[config.mk]
export PLATFORM = sky130hd
export DESIGN_NAME = hazard_unit_flat
export DESIGN_NICKNAME = d
export VERILOG_FILES = /design/src/rtl/hazard_unit_if.sv /design/src/rtl/hazard_unit.sv /design/src/flat_wrapper.sv
export SDC_FILE = /design/constraint.sdc
export NUM_CORES = 1
export LEC_CHECK = 0
export ABC_AREA = 1
export CORE_UTILIZATION = 49
export CTS_CLUSTER_SIZE = 30
export DETAILED_ROUTE_END_ITERATION = 16
export PLACE_DENSITY = 0.9
export RECOVER_POWER = 100
export SKIP_LAST_GASP = 1
export SLEW_MARGIN = 20
export SYNTH_ARGS = -nofsm -noshare
export SYNTH_HDL_FRONTEND = slang
export SYNTH_SLANG_ARGS = --single-unit
export TNS_END_PERCENT = 5
[constraint.sdc]
create_clock -name clk -period 3.98 [get_ports clk]
set_clock_uncertainty 0.05 [all_clocks]
set_input_delay 0.796 -clock clk [delete_from_list [all_inputs] [get_ports clk]]
set_output_delay 0.796 -clock clk [all_outputs]
set_load 0.01 [all_outputs]
[src/rtl/hazard_unit_if.sv]
// hazard_unit_if -- decode-side bundle between the decode stage and hazard_unit.
//
// Signals (driven by the decode stage / master):
//   validD            D stage holds a real instruction
//   rs0, rs1 [5:0]    D-stage sources, bit 5 selects the FP register file
//   use0, use1        D-stage instruction actually reads rs0 / rs1
//   rd [5:0]          D-stage destination
//   regwrite          D-stage instruction writes rd
//   memread           D-stage instruction is a load
//   fpumulti          D-stage instruction is a multi-cycle FPU op
//   branchjump, flag  branch/jump in D and its resolved condition
// Signals (driven by hazard_unit / slave):
//   forward0, forward1 [1:0]  operand selects (00 regfile, 01 E, 10 M)
//   stallF, stallD, stallE    hold PC, F/D, D/E
//   flushD, flushE, flushM    bubble into F/D, D/E, E/M
interface hazard_unit_if;
  logic       validD;
  logic [5:0] rs0;
  logic [5:0] rs1;
  logic       use0;
  logic       use1;
  logic [5:0] rd;
  logic       regwrite;
  logic       memread;
  logic       fpumulti;
  logic       branchjump;
  logic       flag;
  logic [1:0] forward0;
  logic [1:0] forward1;
  logic       stallF;
  logic       stallD;
  logic       stallE;
  logic       flushD;
  logic       flushE;
  logic       flushM;

  modport master (
    output validD, rs0, rs1, use0, use1, rd, regwrite, memread, fpumulti, branchjump, flag,
    input  forward0, forward1, stallF, stallD, stallE, flushD, flushE, flushM
  );

  modport slave (
    input  validD, rs0, rs1, use0, use1, rd, regwrite, memread, fpumulti, branchjump, flag,
    output forward0, forward1, stallF, stallD, stallE, flushD, flushE, flushM
  );
endinterface

[src/rtl/hazard_unit.sv]
// hazard_unit -- hazard controller for the 5-stage core.
//
// Keeps shadow records {valid, rd, regwrite, memread} of the E and M stage
// instructions and derives, combinationally from them and the D-stage fields:
// operand forwarding selects, load-use stall, multi-cycle FPU interlock and
// taken-branch redirect flush.
//
// Ports:
//   FPU_LAT   parameter, E-stage occupancy of a multi-cycle FPU op (>= 2)
//   clk       rising-edge clock
//   rstn      asynchronous active-low reset
//   hz        hazard_unit_if.slave, D-stage fields in, forward/stall/flush out
//
// Build option: define HAZARD_FPU_INTERLOCK_EN to build the FPU busy counter
// and drive stallE/flushM. Left undefined, fpumulti is ignored and
// stallE/flushM are constant 0.
module hazard_unit #(
  parameter int FPU_LAT = 4
) (
  input  logic         clk,
  input  logic         rstn,
  hazard_unit_if.slave hz
);

  localparam logic [3:0] FPU_LAT_M1 = 4'(FPU_LAT - 1);

  logic       e_valid_q, e_valid_d;
  logic [5:0] e_rd_q, e_rd_d;
  logic       e_wr_q, e_wr_d;
  logic       e_ld_q, e_ld_d;
  logic       m_valid_q, m_valid_d;
  logic [5:0] m_rd_q, m_rd_d;
  logic       m_wr_q, m_wr_d;
  logic       out_en_q;

  logic       e_elig_s;
  logic       m_elig_s;
  logic       fpu_busy_s;
  logic       load_use_s;
  logic       stall_fd_s;
  logic       redirect_s;
  logic       stall_e_s;
  logic       flush_e_s;

  // Forward select for one source operand; E wins over M, loads in E never forward.
  function automatic logic [1:0] fwd_sel(
    input logic       use_i,
    input logic [5:0] rs_i,
    input logic       e_elig_i,
    input logic [5:0] e_rd_i,
    input logic       e_ld_i,
    input logic       m_elig_i,
    input logic [5:0] m_rd_i
  );
    logic [1:0] sel;
    sel = 2'b00;
    if (!use_i) begin
      sel = 2'b00;
    end else if (e_elig_i && !e_ld_i && (e_rd_i == rs_i)) begin
      sel = 2'b01;
    end else if (m_elig_i && (m_rd_i == rs_i)) begin
      sel = 2'b10;
    end else begin
      sel = 2'b00;
    end
    return sel;
  endfunction

  // x0 is hard-wired zero; f0 (6'd32) is an ordinary register.
  assign e_elig_s = e_valid_q && e_wr_q && (e_rd_q != 6'd0);
  assign m_elig_s = m_valid_q && m_wr_q && (m_rd_q != 6'd0);

  // Load-use only matters when the FPU is not already holding the pipe.
  assign load_use_s = hz.validD && e_elig_s && e_ld_q && !fpu_busy_s &&
                      ((hz.use0 && (e_rd_q == hz.rs0)) || (hz.use1 && (e_rd_q == hz.rs1)));
  assign stall_fd_s = fpu_busy_s || load_use_s;
  // A redirect under a stall is dropped; decode re-presents the branch later.
  assign redirect_s = hz.validD && hz.branchjump && hz.flag && !stall_fd_s;

  // Controls as seen by the pipeline; all quiet in the first cycle after reset.
  assign stall_e_s = out_en_q && fpu_busy_s;
  assign flush_e_s = out_en_q && load_use_s;

`ifdef HAZARD_FPU_INTERLOCK_EN
  logic [3:0] cnt_q, cnt_d;

  // Busy counter: reload when a multi-cycle op enters E, count down while holding it.
  always_comb begin
    cnt_d = cnt_q;
    if (cnt_q != 4'd0) begin
      cnt_d = cnt_q - 4'd1;
    end else if (!flush_e_s && hz.validD && hz.fpumulti) begin
      cnt_d = FPU_LAT_M1;
    end else begin
      cnt_d = cnt_q;
    end
  end

  // Busy counter register.
  always_ff @(posedge clk or negedge rstn) begin
    if (!rstn) begin
      cnt_q <= 4'd0;
    end else begin
      cnt_q <= cnt_d;
    end
  end

  assign fpu_busy_s = (cnt_q != 4'd0);
`else
  logic unused_fpu_s;
  assign unused_fpu_s = ^{hz.fpumulti, FPU_LAT_M1};
  assign fpu_busy_s   = 1'b0;
`endif

  // Shadow record next state: hold E and bubble M on FPU stall, bubble E on load-use.
  always_comb begin
    e_valid_d = e_valid_q;
    e_rd_d    = e_rd_q;
    e_wr_d    = e_wr_q;
    e_ld_d    = e_ld_q;
    m_valid_d = m_valid_q;
    m_rd_d    = m_rd_q;
    m_wr_d    = m_wr_q;
    if (stall_e_s) begin
      m_valid_d = 1'b0;
    end else begin
      m_valid_d = e_valid_q;
      m_rd_d    = e_rd_q;
      m_wr_d    = e_wr_q;
      if (flush_e_s) begin
        e_valid_d = 1'b0;
      end else begin
        e_valid_d = hz.validD;
        e_rd_d    = hz.rd;
        e_wr_d    = hz.regwrite;
        e_ld_d    = hz.memread;
      end
    end
  end

  // Shadow record registers and the post-reset output enable.
  always_ff @(posedge clk or negedge rstn) begin
    if (!rstn) begin
      e_valid_q <= 1'b0;
      e_rd_q    <= 6'd0;
      e_wr_q    <= 1'b0;
      e_ld_q    <= 1'b0;
      m_valid_q <= 1'b0;
      m_rd_q    <= 6'd0;
      m_wr_q    <= 1'b0;
      out_en_q  <= 1'b0;
    end else begin
      e_valid_q <= e_valid_d;
      e_rd_q    <= e_rd_d;
      e_wr_q    <= e_wr_d;
      e_ld_q    <= e_ld_d;
      m_valid_q <= m_valid_d;
      m_rd_q    <= m_rd_d;
      m_wr_q    <= m_wr_d;
      out_en_q  <= 1'b1;
    end
  end

  // Output drive; forced to 0 until the first edge after reset release.
  always_comb begin
    hz.forward0 = 2'b00;
    hz.forward1 = 2'b00;
    hz.stallF   = 1'b0;
    hz.stallD   = 1'b0;
    hz.stallE   = 1'b0;
    hz.flushD   = 1'b0;
    hz.flushE   = 1'b0;
    hz.flushM   = 1'b0;
    if (out_en_q) begin
      hz.forward0 = fwd_sel(hz.use0, hz.rs0, e_elig_s, e_rd_q, e_ld_q, m_elig_s, m_rd_q);
      hz.forward1 = fwd_sel(hz.use1, hz.rs1, e_elig_s, e_rd_q, e_ld_q, m_elig_s, m_rd_q);
      hz.stallF   = stall_fd_s;
      hz.stallD   = stall_fd_s;
      hz.stallE   = fpu_busy_s;
      hz.flushD   = redirect_s;
      hz.flushE   = load_use_s;
      hz.flushM   = fpu_busy_s;
    end else begin
      hz.forward0 = 2'b00;
      hz.forward1 = 2'b00;
    end
  end

endmodule

[src/flat_wrapper.sv]
// flat-port wrapper written by rule: the top's interface ports become plain ports
module hazard_unit_flat 
#(
  parameter int FPU_LAT = 4
)
  (clk, rstn, hz_validD, hz_rs0, hz_rs1, hz_use0, hz_use1, hz_rd, hz_regwrite, hz_memread, hz_fpumulti, hz_branchjump, hz_flag, hz_forward0, hz_forward1, hz_stallF, hz_stallD, hz_stallE, hz_flushD, hz_flushE, hz_flushM);
  hazard_unit_if hz_i ();
  input  logic clk;
  input  logic rstn;
  input wire logic [$bits(hz_i.validD)-1:0] hz_validD;
  input wire logic [$bits(hz_i.rs0)-1:0] hz_rs0;
  input wire logic [$bits(hz_i.rs1)-1:0] hz_rs1;
  input wire logic [$bits(hz_i.use0)-1:0] hz_use0;
  input wire logic [$bits(hz_i.use1)-1:0] hz_use1;
  input wire logic [$bits(hz_i.rd)-1:0] hz_rd;
  input wire logic [$bits(hz_i.regwrite)-1:0] hz_regwrite;
  input wire logic [$bits(hz_i.memread)-1:0] hz_memread;
  input wire logic [$bits(hz_i.fpumulti)-1:0] hz_fpumulti;
  input wire logic [$bits(hz_i.branchjump)-1:0] hz_branchjump;
  input wire logic [$bits(hz_i.flag)-1:0] hz_flag;
  output wire logic [$bits(hz_i.forward0)-1:0] hz_forward0;
  output wire logic [$bits(hz_i.forward1)-1:0] hz_forward1;
  output wire logic [$bits(hz_i.stallF)-1:0] hz_stallF;
  output wire logic [$bits(hz_i.stallD)-1:0] hz_stallD;
  output wire logic [$bits(hz_i.stallE)-1:0] hz_stallE;
  output wire logic [$bits(hz_i.flushD)-1:0] hz_flushD;
  output wire logic [$bits(hz_i.flushE)-1:0] hz_flushE;
  output wire logic [$bits(hz_i.flushM)-1:0] hz_flushM;
  assign hz_i.validD = hz_validD;
  assign hz_i.rs0 = hz_rs0;
  assign hz_i.rs1 = hz_rs1;
  assign hz_i.use0 = hz_use0;
  assign hz_i.use1 = hz_use1;
  assign hz_i.rd = hz_rd;
  assign hz_i.regwrite = hz_regwrite;
  assign hz_i.memread = hz_memread;
  assign hz_i.fpumulti = hz_fpumulti;
  assign hz_i.branchjump = hz_branchjump;
  assign hz_i.flag = hz_flag;
  assign hz_forward0 = hz_i.forward0;
  assign hz_forward1 = hz_i.forward1;
  assign hz_stallF = hz_i.stallF;
  assign hz_stallD = hz_i.stallD;
  assign hz_stallE = hz_i.stallE;
  assign hz_flushD = hz_i.flushD;
  assign hz_flushE = hz_i.flushE;
  assign hz_flushM = hz_i.flushM;
  hazard_unit #(.FPU_LAT(FPU_LAT)) u_core (.clk(clk), .rstn(rstn), .hz(hz_i));
endmodule
==> results of run 1 <==
==> cell usage after synthesis, drive strengths merged <==
master	n
nand2	55
inv	26
dfrtp	18
nor2	16
nand4	12
nand3	7
buf	5
o22ai	4
nor3	3
xor2	3
a21oi	2
conb	2
nor4	2
o21ai	2
a211oi	1
o221ai	1
or2	1
==> critical path, stage by stage <==
cell,delay (ps)
dlygate4sd3_1,580
inv_1,70
nand2_1,60
nand2_1,60
nor2_1,200
nand4_2,160
nand2_4,150
nand3_4,130
inv_1,130
clkdlybuf4s50_1,550
==> cells by family after synthesis <==
| family | count (synthesis) | share of synthesized area [%] |
|---|---|---|
| AO/OA/AOI/OAI | 10 | 6.22 |
| XOR/XNOR | 3 | 2.25 |
| buffers and inverters | 31 | 11.6 |
| flip-flops | 18 | 38.6 |
| other | 2 | 0.644 |
| AND/OR/NAND/NOR | 96 | 40.7 |
==> cell type report <==
cell class | instances | share of cell area, %
tap | 28 | 2.29
clock buffer | 3 | 1.47
timing repair buffer | 34 | 22.3
sequential | 18 | 29.5
inverter | 26 | 6.39
multi-input combinational | 112 | 38.1
==> worst max-delay path by stage <==
stage / end / cells past startpoint
3_3_place_gp: hz_stallD / 10
3_5_place_dp: hz_flushE / 10
5_1_grt: hz_stallF / 10
6_report: hz_flushE / 10
4_1_cts: hz_flushE / 10
2_1_floorplan: hz_stallD / 9
==> power by group through the flow <==
| stage | logic (W) | registers, W | clock network [W] |
|---|---|---|---|
| 2_1_floorplan | 0.0000448 | 0.000203 | 0 |
| 3_3_place_gp | 0.0000810 | 0.000206 | 0 |
| 3_5_place_dp | 0.0000824 | 0.000207 | 0 |
| 4_1_cts | 0.0000829 | 0.000203 | 0.0000863 |
| 5_1_grt | 0.0000909 | 0.000205 | 0.0000915 |
| 6_report | 0.0000819 | 0.000204 | 0.0000827 |
==> state kept, by name, indices dropped and copies added (netlist names) <==
signal / flops
u_core.e_ld_q: 1
u_core.e_rd_q: 6
u_core.e_valid_q: 1
u_core.e_wr_q: 1
u_core.m_rd_q: 6
u_core.m_valid_q: 1
u_core.m_wr_q: 1
u_core.out_en_q: 1
==> placed cells by master (no fill, tap or decap), types with 2 or more instances in the layout <==
cell type	count
clkdlybuf4s50_1	27
nor3_1	3
nand4_2	2
inv_2	5
inv_1	21
nor2_1	13
nand2_1	53
nor2_2	2
nand4_1	10
dfrtp_1	18
nor4_1	2
o21ai_0	2
o22ai_1	4
nand3_1	5
clkbuf_4	3
xor2_1	3
dlygate4sd3_1	7
conb_1	3
==> stage by stage <==
step | power, W | setup WS (ps) | instances
after detailed placement | 0.000290 | 375 | 218
after global placement | 0.000287 | 406 | 218
after CTS | 0.000373 | 363 | 221
final | 0.000368 | 241 | 221
after global routing | 0.000388 | 127 | 221
after floorplan | 0.000248 | 1440 | 161
==> per-layer routing <==
metal	up-vias	GRT usage [%]	wire length, um
met5	-	0	0
met4	0	8.33	59
met3	10	2.73	220
met2	67	38.9	1220
met1	516	25.8	1080
li1	575	-	-
==> summary.md, run 1 <==
| Metric | Value |
|---|---|
| Status | `finished, final reports clean` |
| Reg-to-reg startpoint | `u_core.e_rd_q[4]$_DFFE_PN0N_` |
| Period utilization | `93.9%` |
| Nets | `223` |
| Distinct cell type count after synthesis | `26` |
| Seq cells post-synth | `18` |
| Final count of hold timing violations | `0` |
| Switching Power | `0.000101 W` |
| Pin count of the biggest net entering global routing | `19` |
| Worst Hold Endpoint | `u_core.m_valid_q$_DFF_PN0_` |
| Synthesized area | `0.00117 sq mm` |
| Worst Path Arrival | `around 2900 ps` |
| Yosys warnings | `0` |
| Cts bufs inserted | `3` |
| Die W | `50.8 um` |
| GR Util All Layers | `21.6%` |
| Min Hold Slack | `356 ps` |
| Critical Path RT | `3130 ps` |
| Chip height | `50.8 um` |
| FMAX | `0.267 GHz` |
| Final Wtd Congestion | `0.903` |
| Cts repair resizes | `0` |
| Setup bufs post-CTS | `0` |
| Sequential area share after synthesis | `between 30% and 40%` |
| Leak pwr | `roughly 0.8 nW` |
| Gr ovfl total | `0` |
| Detailed Place HPWL | `2.06 mm` |
| Setup crit start kind | `input pin` |
| Clock Sinks | `18` |
| Longest Clk Path Bufs | `2` |
| Placed Area | `~0.0015 sq mm` |
| Max-cap violations | `0` |
| Die ar. | `0.00258 sq mm` |
| Clock power frac | `between 20% and 30%` |
| Routed vias | `~1200` |
| Share of layout cells above drive strength 1 | `9.33%` |
| Initial Utilization | `52.2%` |
| Power Dens Cells | `241 mW/mm^2` |
| Critical path class | `in2out` |
| Worst r2r dst | `u_core.e_rd_q[0]$_DFFE_PN0N_` |
| Total Wirelength | `2.58 mm` |
| Post-synth top area cell | `dfrtp_1` |
| Multi-input logic area | `582 sq um` |
| First-pass GRT wire length | `4.17 mm` |
| Top cells by area in the synthesized netlist | `dfrtp_1 39%, nand2_1 17%, inv_1 6.8%, nand4_1 5.4%, nor2_1 3.9%` |
| Slew Limit Fails | `0` |
| Antenna violations before repair | `0` |
| Worst hold stages | `0` |
| Drt initial violations | `29` |
| Critical Path Fanout Max | `10` |
| Skew-Pair Late Insertion Delay | `~280 ps` |
| Reg power frac | `55.3%` |
| RSZ-0062 raised after global routing | `no` |
| Ant. Diodes | `0` |
| Clock slew at reported path FFs | `90 ps` |
| CTS tree | `done` |
| Drt drc | `0` |
| Final setup fails | `0` |
| Worst Setup End Kind | `output pin` |
| Ports | `38` |
| Detailed Routing Iterations Pass 1 | `4` |
| Syn Area/Cell | `around 7.3 sq um` |
| Layout area overhead | `31.0%` |
| Port buffer count | `34` |
| Post-Syn Instances | `160` |
| Number of hold buffers added after CTS | `0` |
| Core ar. | `0.00223 sq mm` |
| Standard-cell rows | `17` |
| Logic pwr share | `22.2%` |
| Minimum clock period | `3740 ps` |
| Worst slew margin | `48.3%` |
| Root buf cell | `clkbuf_4` |
| Internal power | `between 0.0002 and 0.0003 W` |
| Hold Startpoint | `u_core.e_valid_q$_DFF_PN0_` |
| Peak VDD IR | `0.171 mV` |
| Final ANT Viol Nets | `0` |
| Reg2reg path depth | `9` |
| Final Instance Area | `0.00153 sq mm` |
| H-tree depth | `1` |
| Final core occ | `68.4%` |
| Fill cells | `194` |
| Critical path launch point | `hz_rs1[4]` |
| R2R setup slack | `around 2400 ps` |
| Reg area | `450 sq um` |
| Post-DR vias/cell | `5.29` |
| Number of global-route vias before repair | `1039` |
| Worst hold-check path type | `reg2reg` |
| Fin Setup TNS | `0 ps` |
| Switching Share | `27.4%` |
| Worst-Margin Slew | `772 ps` |
| Share of the synthesized area in the top cell type | `38.6%` |
| WL per Instance | `approximately 12 um` |
Power figures use the tool's default switching activity.
==> run 2, diff against run 1 <==
PLACE_DENSITY = default   (was 0.9)
PLACE_DENSITY_LB_ADDON = 0.05   (was default)
==> run 2 against run 1 <==
  * Global-route usage grew 1.0 points
  * Sequential share of layout area shrank 0.31 points
  * Largest power group unchanged
  * Largest cell class unchanged
  * Combinational power is essentially flat
  * Wire length shrank 2.3%
  * Critical path depth is the same
  * Hold slack lost 5.7 ps
  * Core utilization grew 0.73 points
  * Flip-flop and latch count is the same
  * Total power grew 7.0%
  * Clock-buffer cell count grew 1
==> summary.md, run 2 (synthesis gave the netlist of run 1 again) <==
| Metric | Value |
|---|---|
| Die W | `50.8 um (unchanged)` |
| Status | `finished, final reports clean` |
| Root buf cell | `clkbuf_4` |
| Clock power frac | `27.5% (+5.0 points)` |
| Final Wtd Congestion | `0.920 (+1.9%)` |
| Fill cells | `199 (+2.6%)` |
| Hold Startpoint | `u_core.e_valid_q$_DFF_PN0_` |
| Multi-input logic area | `584 sq um (+0.43%)` |
| Worst-Margin Slew | `752 ps (-20.2 ps)` |
| Max-cap violations | `0 (unchanged)` |
| Ant. Diodes | `0 (unchanged)` |
| Layout area overhead | `32.4%` |
| FMAX | `0.273 GHz (+1.9%)` |
| Core ar. | `0.00223 sq mm (unchanged)` |
| Top flop regs | `u_core.e_rd_q x6, u_core.m_rd_q x6` |
| RSZ-0062 raised after global routing | `no` |
| Initial Utilization | `52.2% (unchanged)` |
| Period utilization | `92.2% (-1.8 points)` |
| Critical Path Fanout Max | `10 (unchanged)` |
| Longest Clk Path Bufs | `2 (unchanged)` |
| WL per Instance | `11.4 um (-2.7%)` |
| Ports | `38 (unchanged)` |
| Worst r2r dst | `u_core.e_rd_q[0]$_DFFE_PN0N_` |
| R2R setup slack | `2440 ps (+60 ps)` |
| Worst hold-check path type | `reg2reg` |
| Final setup fails | `0 (unchanged)` |
| Detailed Place HPWL | `2.09 mm (+1.4%)` |
| Setup crit start kind | `input pin` |
| CTS tree | `done` |
| Peak VDD IR | `0.291 mV (+70%)` |
| Reg power frac | `51.7% (-3.6 points)` |
| Power Dens Cells | `255 mW/mm^2 (+5.9%)` |
| Clock slew at reported path FFs | `90 ps (about the same)` |
| Standard-cell rows | `17 (unchanged)` |
| Final ANT Viol Nets | `0 (unchanged)` |
| Commonest non-fill, non-tap cell in the layout | `nand2_1` |
| Detailed Routing Iterations Pass 1 | `4 (unchanged)` |
| Skew-Pair Late Insertion Delay | `290 ps (about the same)` |
| Drt drc | `0 (unchanged)` |
| Reg2reg path depth | `7 (-2)` |
| GR Util All Layers | `22.6% (+1.0 points)` |
| Pin count of the biggest net entering global routing | `19 (unchanged)` |
| H-tree depth | `1 (unchanged)` |
| Worst Path Arrival | `2820 ps (-70 ps)` |
| Clock Sinks | `18 (unchanged)` |
| Internal power | `0.000288 W (+7.8%)` |
| Switching Power | `0.000106 W (+4.9%)` |
| Port buffer count | `34 (unchanged)` |
| Cts bufs inserted | `3 (unchanged)` |
| Nets | `223 (unchanged)` |
| Antenna violations before repair | `0 (unchanged)` |
| Number of hold buffers added after CTS | `0 (unchanged)` |
| Switching Share | `26.9% (-0.54 points)` |
| Fin Setup TNS | `0 ps (unchanged)` |
| First-pass GRT wire length | `4.37 mm (+5.0%)` |
| Leak pwr | `0.806 nW (+0.90%)` |
| Slew Limit Fails | `0 (unchanged)` |
| Worst hold stages | `0 (unchanged)` |
| Most frequent cells in the layout | `53 x nand2_1, 27 x clkdlybuf4s50_1, 21 x inv_1, 18 x dfrtp_1, 12 x nor2_1` |
| Share of layout cells above drive strength 1 | `10.3% (+0.98 points)` |
| Reg-to-reg startpoint | `u_core.e_rd_q[3]$_DFFE_PN0N_` |
| Post-DR vias/cell | `5.14 (-2.8%)` |
| Pwr Total | `0.000394 W (+7.0%)` |
| Number of global-route vias before repair | `1048 (+0.87%)` |
| Drt initial violations | `21 (-28%)` |
| Cts repair resizes | `0 (unchanged)` |
| Worst Setup End Kind | `output pin` |
| Minimum clock period | `3670 ps (-71.4 ps)` |
| Total Wirelength | `2.53 mm (-2.3%)` |
| Logic pwr share | `20.8% (-1.4 points)` |
| Final count of hold timing violations | `0 (unchanged)` |
| Chip height | `50.8 um (unchanged)` |
| Gr ovfl total | `0 (unchanged)` |
| Worst Hold Endpoint | `u_core.m_valid_q$_DFF_PN0_` |
| Die ar. | `0.00258 sq mm (unchanged)` |
| Reg area | `450 sq um (unchanged)` |
| Routed vias | `1140 (-2.4%)` |
| Critical path class | `in2out` |
| Setup bufs post-CTS | `0 (unchanged)` |
| Worst slew margin | `49.7% (+1.3 points)` |
| Critical Path RT | `3130 ps (about the same)` |
## run 2: cell types whose count changed in the layout (fill, tap and decap cells not counted)
cell	previous run	this run
clkbuf_8	0	1
nor2_1	13	12
nor2_2	2	3
## run 2: per-layer routing
| layer | GRT usage (%) | vias to the layer above | wire, um |
|---|---|---|---|
| met5 | 0 | - | 0 |
| met4 | 12.0 | 0 | 68 |
| met3 | 2.42 | 8 | 138 |
| met2 | 39.8 | 40 | 1270 |
| met1 | 26.7 | 516 | 1050 |
| li1 | - | 576 | - |
## run 2: layout make-up
class	count	share of cell area (%)
multi-input cells	112	37.8
flip-flops and latches	18	29.2
repair buffers	34	22.0
inverters	26	6.32
clock buffers	4	2.35
well taps	28	2.27
## run 2: power groups by stage
| stage | Sequential (W) | Combinational [W] | Clock, W |
|---|---|---|---|
| finish | 0.000203 | 0.0000820 | 0.000108 |
| global route | 0.000205 | 0.0000917 | 0.000118 |
| CTS | 0.000203 | 0.0000831 | 0.000110 |
| detailed placement | 0.000207 | 0.0000827 | 0 |
| global placement | 0.000206 | 0.0000802 | 0 |
| floorplan | 0.000203 | 0.0000448 | 0 |
## run 2: worst max-delay path: stages
cell and delay [ps]:
dlygate4sd3_1 580, inv_1 70, nand2_1 60, nand2_1 50, nor2_1 170, nand4_2 140
nand2_4 140, nand3_4 140, inv_1 120, clkdlybuf4s50_1 540
## run 2: through the flow
| step | instance area, sq um | hold WS, ps | utilization, % | setup WS, ps | cells |
|---|---|---|---|---|---|
| after floorplan | 1170 | 322 | - | 1440 | 161 |
| after detailed placement | 1510 | 330 | 67.5 | 362 | 218 |
| after global routing | 1540 | 357 | 69.1 | 118 | 222 |
| after global placement | 1510 | 327 | 67.5 | 395 | 218 |
| final | 1540 | 350 | 69.1 | 312 | 222 |
| after CTS | 1540 | 352 | 69.1 | 353 | 222 |
## run 2: how the worst max path moves through the flow
stage / startpoint / end
6_report: hz_rs0[1] / hz_stallD
2_1_floorplan: hz_rs0[1] / hz_stallD
5_1_grt: hz_rs0[1] / hz_stallD
4_1_cts: hz_rs0[1] / hz_stallD
3_3_place_gp: hz_rs0[1] / hz_flushE
3_5_place_dp: hz_rs0[1] / hz_stallD
